$ cat config.mk
export PLATFORM = sky130hd
export DESIGN_NAME = mux_sequenceur
export DESIGN_NICKNAME = d
export VERILOG_FILES = /design/src/rtl/mux_seq_pkg.sv /design/src/rtl/compteur_dwell.sv /design/src/rtl/mux_sequenceur.sv
export SDC_FILE = /design/constraint.sdc
export NUM_CORES = 1
export LEC_CHECK = 0
export CAP_MARGIN = 20
export CORE_AREA = 2 2 39 41
export CTS_BUF_LIST = sky130_fd_sc_hd__clkbuf_8
export CTS_CLUSTER_SIZE = 14
export DETAILED_ROUTE_END_ITERATION = 16
export DIE_AREA = 0 0 41 43
export GPL_TIMING_DRIVEN = 1
export PLACE_DENSITY_LB_ADDON = 0.3
export SETUP_SLACK_MARGIN = 0.15
export SKIP_LAST_GASP = 1
export SYNTH_ARGS = -nofsm -noshare
export SYNTH_HDL_FRONTEND = slang
export SYNTH_HIERARCHICAL = 1
export SYNTH_SLANG_ARGS = --single-unit
export TNS_END_PERCENT = 1
$ cat constraint.sdc
create_clock -name clk -period 2.5 [get_ports clk]
set_input_delay 0.5 -clock clk [delete_from_list [all_inputs] [get_ports clk]]
set_output_delay 0.5 -clock clk [all_outputs]
set_load 0.01 [all_outputs]
$ cat src/rtl/mux_seq_pkg.sv
// Shared types and helpers for the mux_sequenceur channel selector.
// Latency: n/a (declarations only).
// Backpressure: n/a.
package mux_seq_pkg;

   // FSM states, one per edge action: follow sel, sweep channels, freeze.
   typedef enum logic [1:0] {
      MANUAL = 2'd0,
      SCAN   = 2'd1,
      HOLD   = 2'd2
   } state_t;

   // Encoding of the mode input.
   localparam logic MODE_MANUAL = 1'b0;
   localparam logic MODE_SCAN   = 1'b1;

   // Next channel in the sweep, wrapping from n_ch-1 back to 0.
   function automatic int unsigned next_ch(input int unsigned cur, input int unsigned n_ch);
      return (cur >= n_ch - 32'd1) ? 32'd0 : cur + 32'd1;
   endfunction

endpackage

$ cat src/rtl/compteur_dwell.sv
// Dwell counter: counts enabled cycles and pulses wrap on the last cycle of a dwell period.
// Latency: wrap is combinational from the current count and en; the count updates on the edge.
// Backpressure: none; en=0 freezes the count, clr (or rst) returns it to 0.
// Ports: clk, rst (sync, active-high), en (count this edge), clr (zero this edge),
//        wrap (cnt==DWELL-1 while en=1).
module compteur_dwell
   import mux_seq_pkg::*;
#(
   parameter int DWELL = 4
) (
   input  logic clk,
   input  logic rst,
   input  logic en,
   input  logic clr,
   output logic wrap
);

   localparam int CW = $clog2(DWELL) + 1;
   localparam logic [CW-1:0] LAST = CW'(DWELL - 1);

   logic [CW-1:0] cnt;

   assign wrap = en && (cnt == LAST);

   // Count restarts at 0 on wrap, so it never goes past DWELL-1.
   always_ff @(posedge clk) begin
      if (rst || clr) begin
         cnt <= '0;
      end else if (en) begin
         cnt <= wrap ? '0 : cnt + 1'b1;
      end
   end

endmodule

$ cat src/rtl/mux_sequenceur.sv
// Registered N_CH-way channel selector with manual select, round-robin scan and hold.
// Latency: 1 cycle from din/sel/mode/hold to z/z_valid/ch.
// Backpressure: none; hold freezes z, ch and the dwell count and drops z_valid.
// Ports: clk, rst (sync, active-high), din (packed channels, ch i at din[i*WIDTH +: WIDTH]),
//        sel (manual channel), mode (0 manual / 1 scan), hold (freeze),
//        z (selected data), z_valid (fresh in-range data this cycle), ch (channel on z).
module mux_sequenceur
   import mux_seq_pkg::*;
#(
   parameter  int WIDTH = 1,
   parameter  int N_CH  = 4,
   parameter  int DWELL = 4,
   localparam int SELW  = $clog2(N_CH)
) (
   input  logic                    clk,
   input  logic                    rst,
   input  logic [N_CH*WIDTH-1:0]   din,
   input  logic [SELW-1:0]         sel,
   input  logic                    mode,
   input  logic                    hold,
   output logic [WIDTH-1:0]        z,
   output logic                    z_valid,
   output logic [SELW-1:0]         ch
);

   state_t            state;
   state_t            nxt_state;
   logic              wrap;
   logic              cnt_en;
   logic              cnt_clr;
   logic              sel_ok;
   logic [SELW-1:0]   scan_ch;
   logic [WIDTH-1:0]  sel_dat;
   logic [WIDTH-1:0]  scan_dat;
   logic [WIDTH-1:0]  chan [N_CH];

   for (genvar g = 0; g < N_CH; g++) begin : g_chan
      assign chan[g] = din[g*WIDTH +: WIDTH];
   end

   // The action taken at an edge is decided by the inputs present at that edge
   // (hold beats mode); state records which action was taken.
   always_comb begin
      nxt_state = MANUAL;
      if (hold) begin
         nxt_state = HOLD;
      end else if (mode == MODE_SCAN) begin
         nxt_state = SCAN;
      end
   end

   // Counter runs only while scanning and restarts whenever we are in manual,
   // so a scan entered from manual dwells a full period on the current channel.
   assign cnt_en  = !rst && (nxt_state == SCAN);
   assign cnt_clr = (nxt_state == MANUAL);

   compteur_dwell #(
      .DWELL (DWELL)
   ) u_dwell (
      .clk  (clk),
      .rst  (rst),
      .en   (cnt_en),
      .clr  (cnt_clr),
      .wrap (wrap)
   );

   // sel can exceed N_CH-1 only when N_CH is not a power of two.
   always_comb begin
      sel_ok   = (32'(sel) < 32'(N_CH));
      scan_ch  = wrap ? SELW'(next_ch(32'(ch), 32'(N_CH))) : ch;
      sel_dat  = '0;
      scan_dat = '0;
      for (int i = 0; i < N_CH; i++) begin
         if (sel == SELW'(i)) begin
            sel_dat = chan[i];
         end
         if (scan_ch == SELW'(i)) begin
            scan_dat = chan[i];
         end
      end
   end

   always_ff @(posedge clk) begin
      if (rst) begin
         state   <= MANUAL;
         z       <= '0;
         z_valid <= 1'b0;
         ch      <= '0;
      end else begin
         state <= nxt_state;
         case (nxt_state)
            SCAN: begin
               ch      <= scan_ch;
               z       <= scan_dat;
               z_valid <= 1'b1;
            end
            MANUAL: begin
               if (sel_ok) begin
                  ch      <= sel;
                  z       <= sel_dat;
                  z_valid <= 1'b1;
               end else begin
                  z       <= '0;
                  z_valid <= 1'b0;
               end
            end
            default: begin
               // Frozen: z and ch keep their values, only freshness drops.
               z_valid <= 1'b0;
            end
         endcase
      end
   end

   // A frozen output is never flagged as fresh.
   always_ff @(posedge clk) begin
      if (!rst && state == HOLD) begin
         assert (!z_valid);
      end
   end

endmodule
== Yosys cells after proc, flatten, opt, wreduce, memory -nomap -nowiden ==
Cells that the tools add are included.

* Flip-flop bits (word level): 7
* Input bits: 10
* Output and inout bits: 4
* Logic and storage cells: 40

* Add/subtract/negate cells: 2
* Order comparisons: 1
* Eq/ne operators: 8
* Mux-type cells: 16
* Reductions and logical operators: 9

{| class="wikitable"
|+ Operators by type and width
! operator !! count
|-
| $mux W1 || 10
|-
| $eq A2 B2 Y1 const B || 4
|-
| $eq A2 B1 Y1 const B || 3
|-
| $logic_not A2 Y1 || 3
|-
| $mux W2 || 3
|-
| $pmux W2 S2 || 1
|-
| $add A3 B1 Y3 const B || 1
|-
| $eq A3 B2 Y1 const B || 1
|-
| $mux W3 || 1
|-
| $add A2 B1 Y2 const B || 1
|-
| $ge A2 B2 Y1 const B || 1
|-
| $logic_and A1 B1 Y1 || 2
|-
| $pmux W1 S2 || 1
|-
| $reduce_bool A2 Y1 || 1
|-
| $reduce_or A2 Y1 || 1
|-
| $logic_not A1 Y1 || 1
|-
| $logic_or A1 B1 Y1 || 1
|}

== Logic depth before layout (Yosys ltp) ==
* Depth in word-level cells: 12
* Depth in mapped cells: 7
* Mapped depth without buffers: 7

== By module ==
The synthesis kept the hierarchy.

{| class="wikitable"
|+ By module, submodules not included
! module !! times used !! cells an instance !! area each (µm²) !! sequential area each (µm²)
|-
| mux_sequenceur || 1 || 29 || 260.2 || 80.1
|-
| compteur_dwell || 1 || 11 || 128.9 || 60.1
|}

== Worst setup path after synthesis ==
No wires, ideal clock.

* Path type: input -> register
* Start: in hold
* End: reg z
* Library setup time: 0.114 ns
* Data arrival time: 2.309 ns
* Data required time: 2.386 ns
* Setup slack: 0.078 ns
* Cell stages on the path: 7
* Path buffers: 1
* Cells stage by stage: clkbuf_1 > nor3_1 > and3b_4 > inv_1 > a21oi_1 > mux4_2 > a21o_1

* Longest elaborated chain between the ends: 11
* Elaborated cells between the ends (all ways): 16
* Those cells by class: eq/ne: 4; mux: 7; reduce/logical: 5

{| class="wikitable"
|+ Ends and longest elaborated chain
! element !! RTL line !! RTL
|-
| start, declared || mux_sequenceur.sv:20 || <nowiki>input logic hold,</nowiki>
|-
| $mux W2 * || mux_sequenceur.sv:45 || <nowiki>if (hold) begin</nowiki>
|-
| $eq A2 B1 Y1 * || mux_sequenceur.sv:54 || <nowiki>assign cnt_en = !rst && (nxt_state == SCAN);</nowiki>
|-
| $logic_and A1 B1 Y1 * || mux_sequenceur.sv:54 ||
|-
| named net cnt_en || mux_sequenceur.sv:29 || <nowiki>logic cnt_en;</nowiki>
|-
| $logic_and A1 B1 Y1 * || compteur_dwell.sv:23 || <nowiki>assign wrap = en && (cnt == LAST);</nowiki>
|-
| named net wrap || mux_sequenceur.sv:28 || <nowiki>logic wrap;</nowiki>
|-
| $mux W2 * || mux_sequenceur.sv:70 || <nowiki>scan_ch = wrap ? SELW'(next_ch(32'(ch), 32'(N_CH))) : ch;</nowiki>
|-
| $logic_not A2 Y1 || mux_sequenceur.sv:77 || <nowiki>if (scan_ch == SELW'(i)) begin</nowiki>
|-
| $mux W1 (3 in a row) || mux_sequenceur.sv:77 ||
|-
| $mux W1 * || mux_sequenceur.sv:77 ||
|-
| $pmux W1 S2 * || mux_sequenceur.sv:91 || <nowiki>case (nxt_state)</nowiki>
|-
| end signal, assigned || mux_sequenceur.sv:94 || <nowiki>z <= scan_dat;</nowiki>
|-
| end signal, assigned || mux_sequenceur.sv:100 || <nowiki>z <= sel_dat;</nowiki>
|-
| end, declared || mux_sequenceur.sv:21 || <nowiki>output logic [WIDTH-1:0] z,</nowiki>
|}

The timed path passes the listed nets; every way through them passes the cells marked *.
A chain may end at the register's enable or synchronous reset.

== Final worst setup path ==
* Start: in mode
* End: reg z

* Longest elaborated chain between the ends: 12
* Elaborated cells between the ends (all ways): 17
* Those cells by class: eq/ne: 4; mux: 8; reduce/logical: 5

{| class="wikitable"
|+ Ends and longest elaborated chain
! element !! RTL line !! RTL
|-
| start, declared || mux_sequenceur.sv:19 || <nowiki>input logic mode,</nowiki>
|-
| $mux W1 * || mux_sequenceur.sv:47 || <nowiki>end else if (mode == MODE_SCAN) begin</nowiki>
|-
| $mux W2 * || mux_sequenceur.sv:45 ||
|-
| $eq A2 B1 Y1 * || mux_sequenceur.sv:54 ||
|-
| $logic_and A1 B1 Y1 * || mux_sequenceur.sv:54 ||
|-
| named net cnt_en || mux_sequenceur.sv:29 ||
|-
| $logic_and A1 B1 Y1 * || compteur_dwell.sv:23 ||
|-
| named net wrap || mux_sequenceur.sv:28 ||
|-
| $mux W2 * || mux_sequenceur.sv:70 ||
|-
| $logic_not A2 Y1 || mux_sequenceur.sv:77 ||
|-
| $mux W1 (3 in a row) || mux_sequenceur.sv:77 ||
|-
| $mux W1 * || mux_sequenceur.sv:77 ||
|-
| $pmux W1 S2 * || mux_sequenceur.sv:91 ||
|}

Marks and branches as above.

==> impl_metrics.json <==
{
  "status": "completed",
  "finalSetupViolations": 0,
  "grt_pass1_vias": 332,
  "drive_gt1_frac": 0.266,
  "p_int_uw": 261,
  "place_area_um2": 601,
  "worstSetupPathType": "input pin to flip-flop",
  "pin_count": 14,
  "routedWlPerCell_um": 11.8,
  "grt_antenna_before_repair": 0,
  "synth_seq_cells": 7,
  "grtUsageTotal": 0.141,
  "vias_per_cell": 4.73,
  "wl_um": 941,
  "nets": 77,
  "irDropWorstVdd_mv": 0.289,
  "grt_pass1_wl_um": 1480,
  "portBuffers": 13,
  "dp_slack_ns": -0.0748,
  "maxSlewHeadroom": 0.767,
  "synth_adder_area_share": 0.0643,
  "skew_ns": 0.00381,
  "synth-xor-area-share": 0.0225,
  "post_cts_buffers": 0,
  "layout_min_cycle_time_ns": 2.24,
  "drt-initial-drc-count": 2,
  "crit_required_ns": 2.62,
  "die_y_um": 43,
  "firstDrtPassIters": 2,
  "synth.distinct_cells": 20,
  "syn_avg_cell_area_um2": 9.73,
  "p_switching_uw": 75.6,
  "slew_violations": 0,
  "fillers": 136,
  "ys_seq_area_frac": 0.360,
  "synthesis.nets": 52,
  "cts_root_buf": "clkbuf_8",
  "rows": 14,
  "power_density_nw_per_um2": 518,
  "dp_hpwl_um": 671,
  "synth_top_area_share": 0.360,
  "synth_compound_area_frac": 0.141,
  "p_leak_nw": 0.267,
  "synthTopCellsByArea": "dfxtp_1 (36%), mux4_2 (12%), ha_1 (6.4%), nor2_1 (5.8%), mux2i_1 (5.1%)",
  "clkLatencyLatePin_ns": 0.23,
  "timing.rr.end": "z",
  "hold_path_depth": 2,
  "grt-ovfl-total": 0,
  "cts_max_level": 1,
  "holdCritStartpoint": "u_dwell/cnt[2]",
  "clk_pin_slew_ns": 0.04,
  "power_frac_clock": 0.466,
  "switching_share": 0.225,
  "cts_tree": "yes",
  "floorplan.initialDensity": 0.281,
  "reg2reg_slack_ns": 0.70,
  "combPwrFrac": 0.174,
  "gp_congestion": 0.716,
  "clock_path_buffers": 2,
  "hold_class": "flip-flop to flip-flop",
  "r2r.worst_path.cells": 6,
  "cts_sinks": 7,
  "setup_ws_ns": 0.258,
  "drc_errors": 0,
  "pwr-share-seq": 0.361,
  "crit_fanout": 4,
  "area_delta_synth_final_pct": 66.9,
  "fin_crit_sh": 0.897,
  "synth_top_family_by_area": "simple AND/OR/NAND/NOR gates",
  "antenna_left": 0,
  "cts-buffers-inserted": 3,
  "cp.arrival_ns": 2.36,
  "rsz0062_at_grt": "no",
  "whs_endpoint": "u_dwell/cnt[2]",
  "synth_top_area_cell": "dfxtp_1",
  "vias": 378,
  "syn_area_um2": 389,
  "grt_max_degree": 9,
  "hold_viol_final": 0,
  "r2r-start": "u_dwell/cnt[0]",
  "max-cap-violations": 0,
  "critPathLaunchType": "input pin",
  "die_w_um": 41,
  "max_freq_mhz": 446,
  "die-area_um2": 1760,
  "end_kind": "flip-flop",
  "yosys-mux-area-fraction": 0.167,
  "core_area_um2": 1380,
  "diodes": 0,
  "syn_inst": 40,
  "final_cell_area_um2": 649,
  "worst_pin_slew_ns": 0.341,
  "yosys_warnings": 6,
  "synth-simple-area-share": 0.206
}
==> per-layer routing <==
metal / global-route usage / wire length, um / part of all wire / vias to the layer above
met2: 0.172 / 420 / 0.45 / 10
met5: 0 / 0 / 0 / -
li1: - / - / - / 194
met3: 0.0628 / 43 / 0.046 / 4
met4: 0.120 / 23 / 0.024 / 0
met1: 0.178 / 453 / 0.48 / 170
==> power by group through the flow <==
stage	clock, mW	combinational (mW)	sequential, mW
2_1_floorplan	0	0.0217	0.125
3_3_place_gp	0	0.0581	0.123
3_5_place_dp	0	0.0583	0.123
4_1_cts	0.161	0.0590	0.121
5_1_grt	0.171	0.0638	0.122
6_report	0.157	0.0585	0.121
==> cells in the mapped netlist, drive strengths merged <==
cell type / instances
a2111oi: 1
a211oi: 2
a21o: 1
a21oi: 2
and3b: 1
clkbuf: 1
dfxtp: 7
ha: 2
inv: 3
mux2i: 2
mux4: 2
nand2: 2
nand3b: 1
nor2: 6
nor3: 1
nor3b: 1
nor4: 2
o21ai: 1
o31a: 1
xnor2: 1
==> metrics by stage <==
step / hold slack (ns) / utilization / TNS, ns / cells / power (mW)
floorplan: 0.416 / - / 0 / 40 / 0.146
global route: 0.466 / 0.469 / 0 / 80 / 0.356
CTS: 0.445 / 0.469 / 0 / 80 / 0.341
global placement: 0.432 / 0.434 / -0.0472 / 76 / 0.181
detailed placement: 0.437 / 0.434 / -0.0748 / 76 / 0.181
finish: 0.445 / 0.469 / 0 / 80 / 0.336
==> final cells by class <==
type	instances	area [um2]	share of cell area
clock buffers	3	41.3	0.0636
clock inverters	1	3.75	0.00578
inverters	3	11.3	0.0173
multi-input cells	29	243	0.374
flip-flops and latches	7	140	0.216
well taps	16	20.0	0.0308
repair buffers	21	190	0.293
==> flip-flops by register name, indices dropped and copies added (netlist names) <==
name         cells
z                1
u_dwell/cnt      3
z_valid          1
ch               2
==> cells in the final DEF, fill, tap and decap left out, drive strengths merged, types with 3 or more instances in the layout <==
cell type	synthesis	final
clkdlybuf4s50	0	13
buf	0	8
dfxtp	7	7
nor2	6	6
inv	3	4
clkbuf	1	3
==> repair_timing <==
action | 4_1_cts | 5_1_grt
hold buffers | 0 | 0
setup endpoints to repair | 1 | 1
endpoints found under the hold margin | 0 | 0
pin swaps | 0 | 2
resized for setup | 1 | 0
==> how the worst max path moves through the flow <==
stage               cells after the start  endpoint  from
global placement                        8         z  mode
floorplan                               7         z  hold
global route                            8         z  mode
CTS                                     8         z  mode
finish                                  8         z  mode
detailed placement                      8         z  mode
==> worst max-delay path: stages <==
cell and delay [ns]:
clkdlybuf4s50_1 0.49, inv_1 0.07, nor3_2 0.14, and3b_4 0.25
inv_1 0.07, a21oi_2 0.16, mux4_2 0.50, a21o_1 0.18
==> cell families (layout without fill, tap and decap cells) <==
group                    count (synthesis)  after routing
AND/OR/NAND/NOR                         14             14
adder cells (fa/ha/maj)                  2              2
AO/OA/AOI/OAI                            8              8
flip-flops                               7              7
multiplexers                             4              4
XOR/XNOR                                 1              1
buffers and inverters                    4             28
Note: power is estimated with default switching activity, not from simulation.
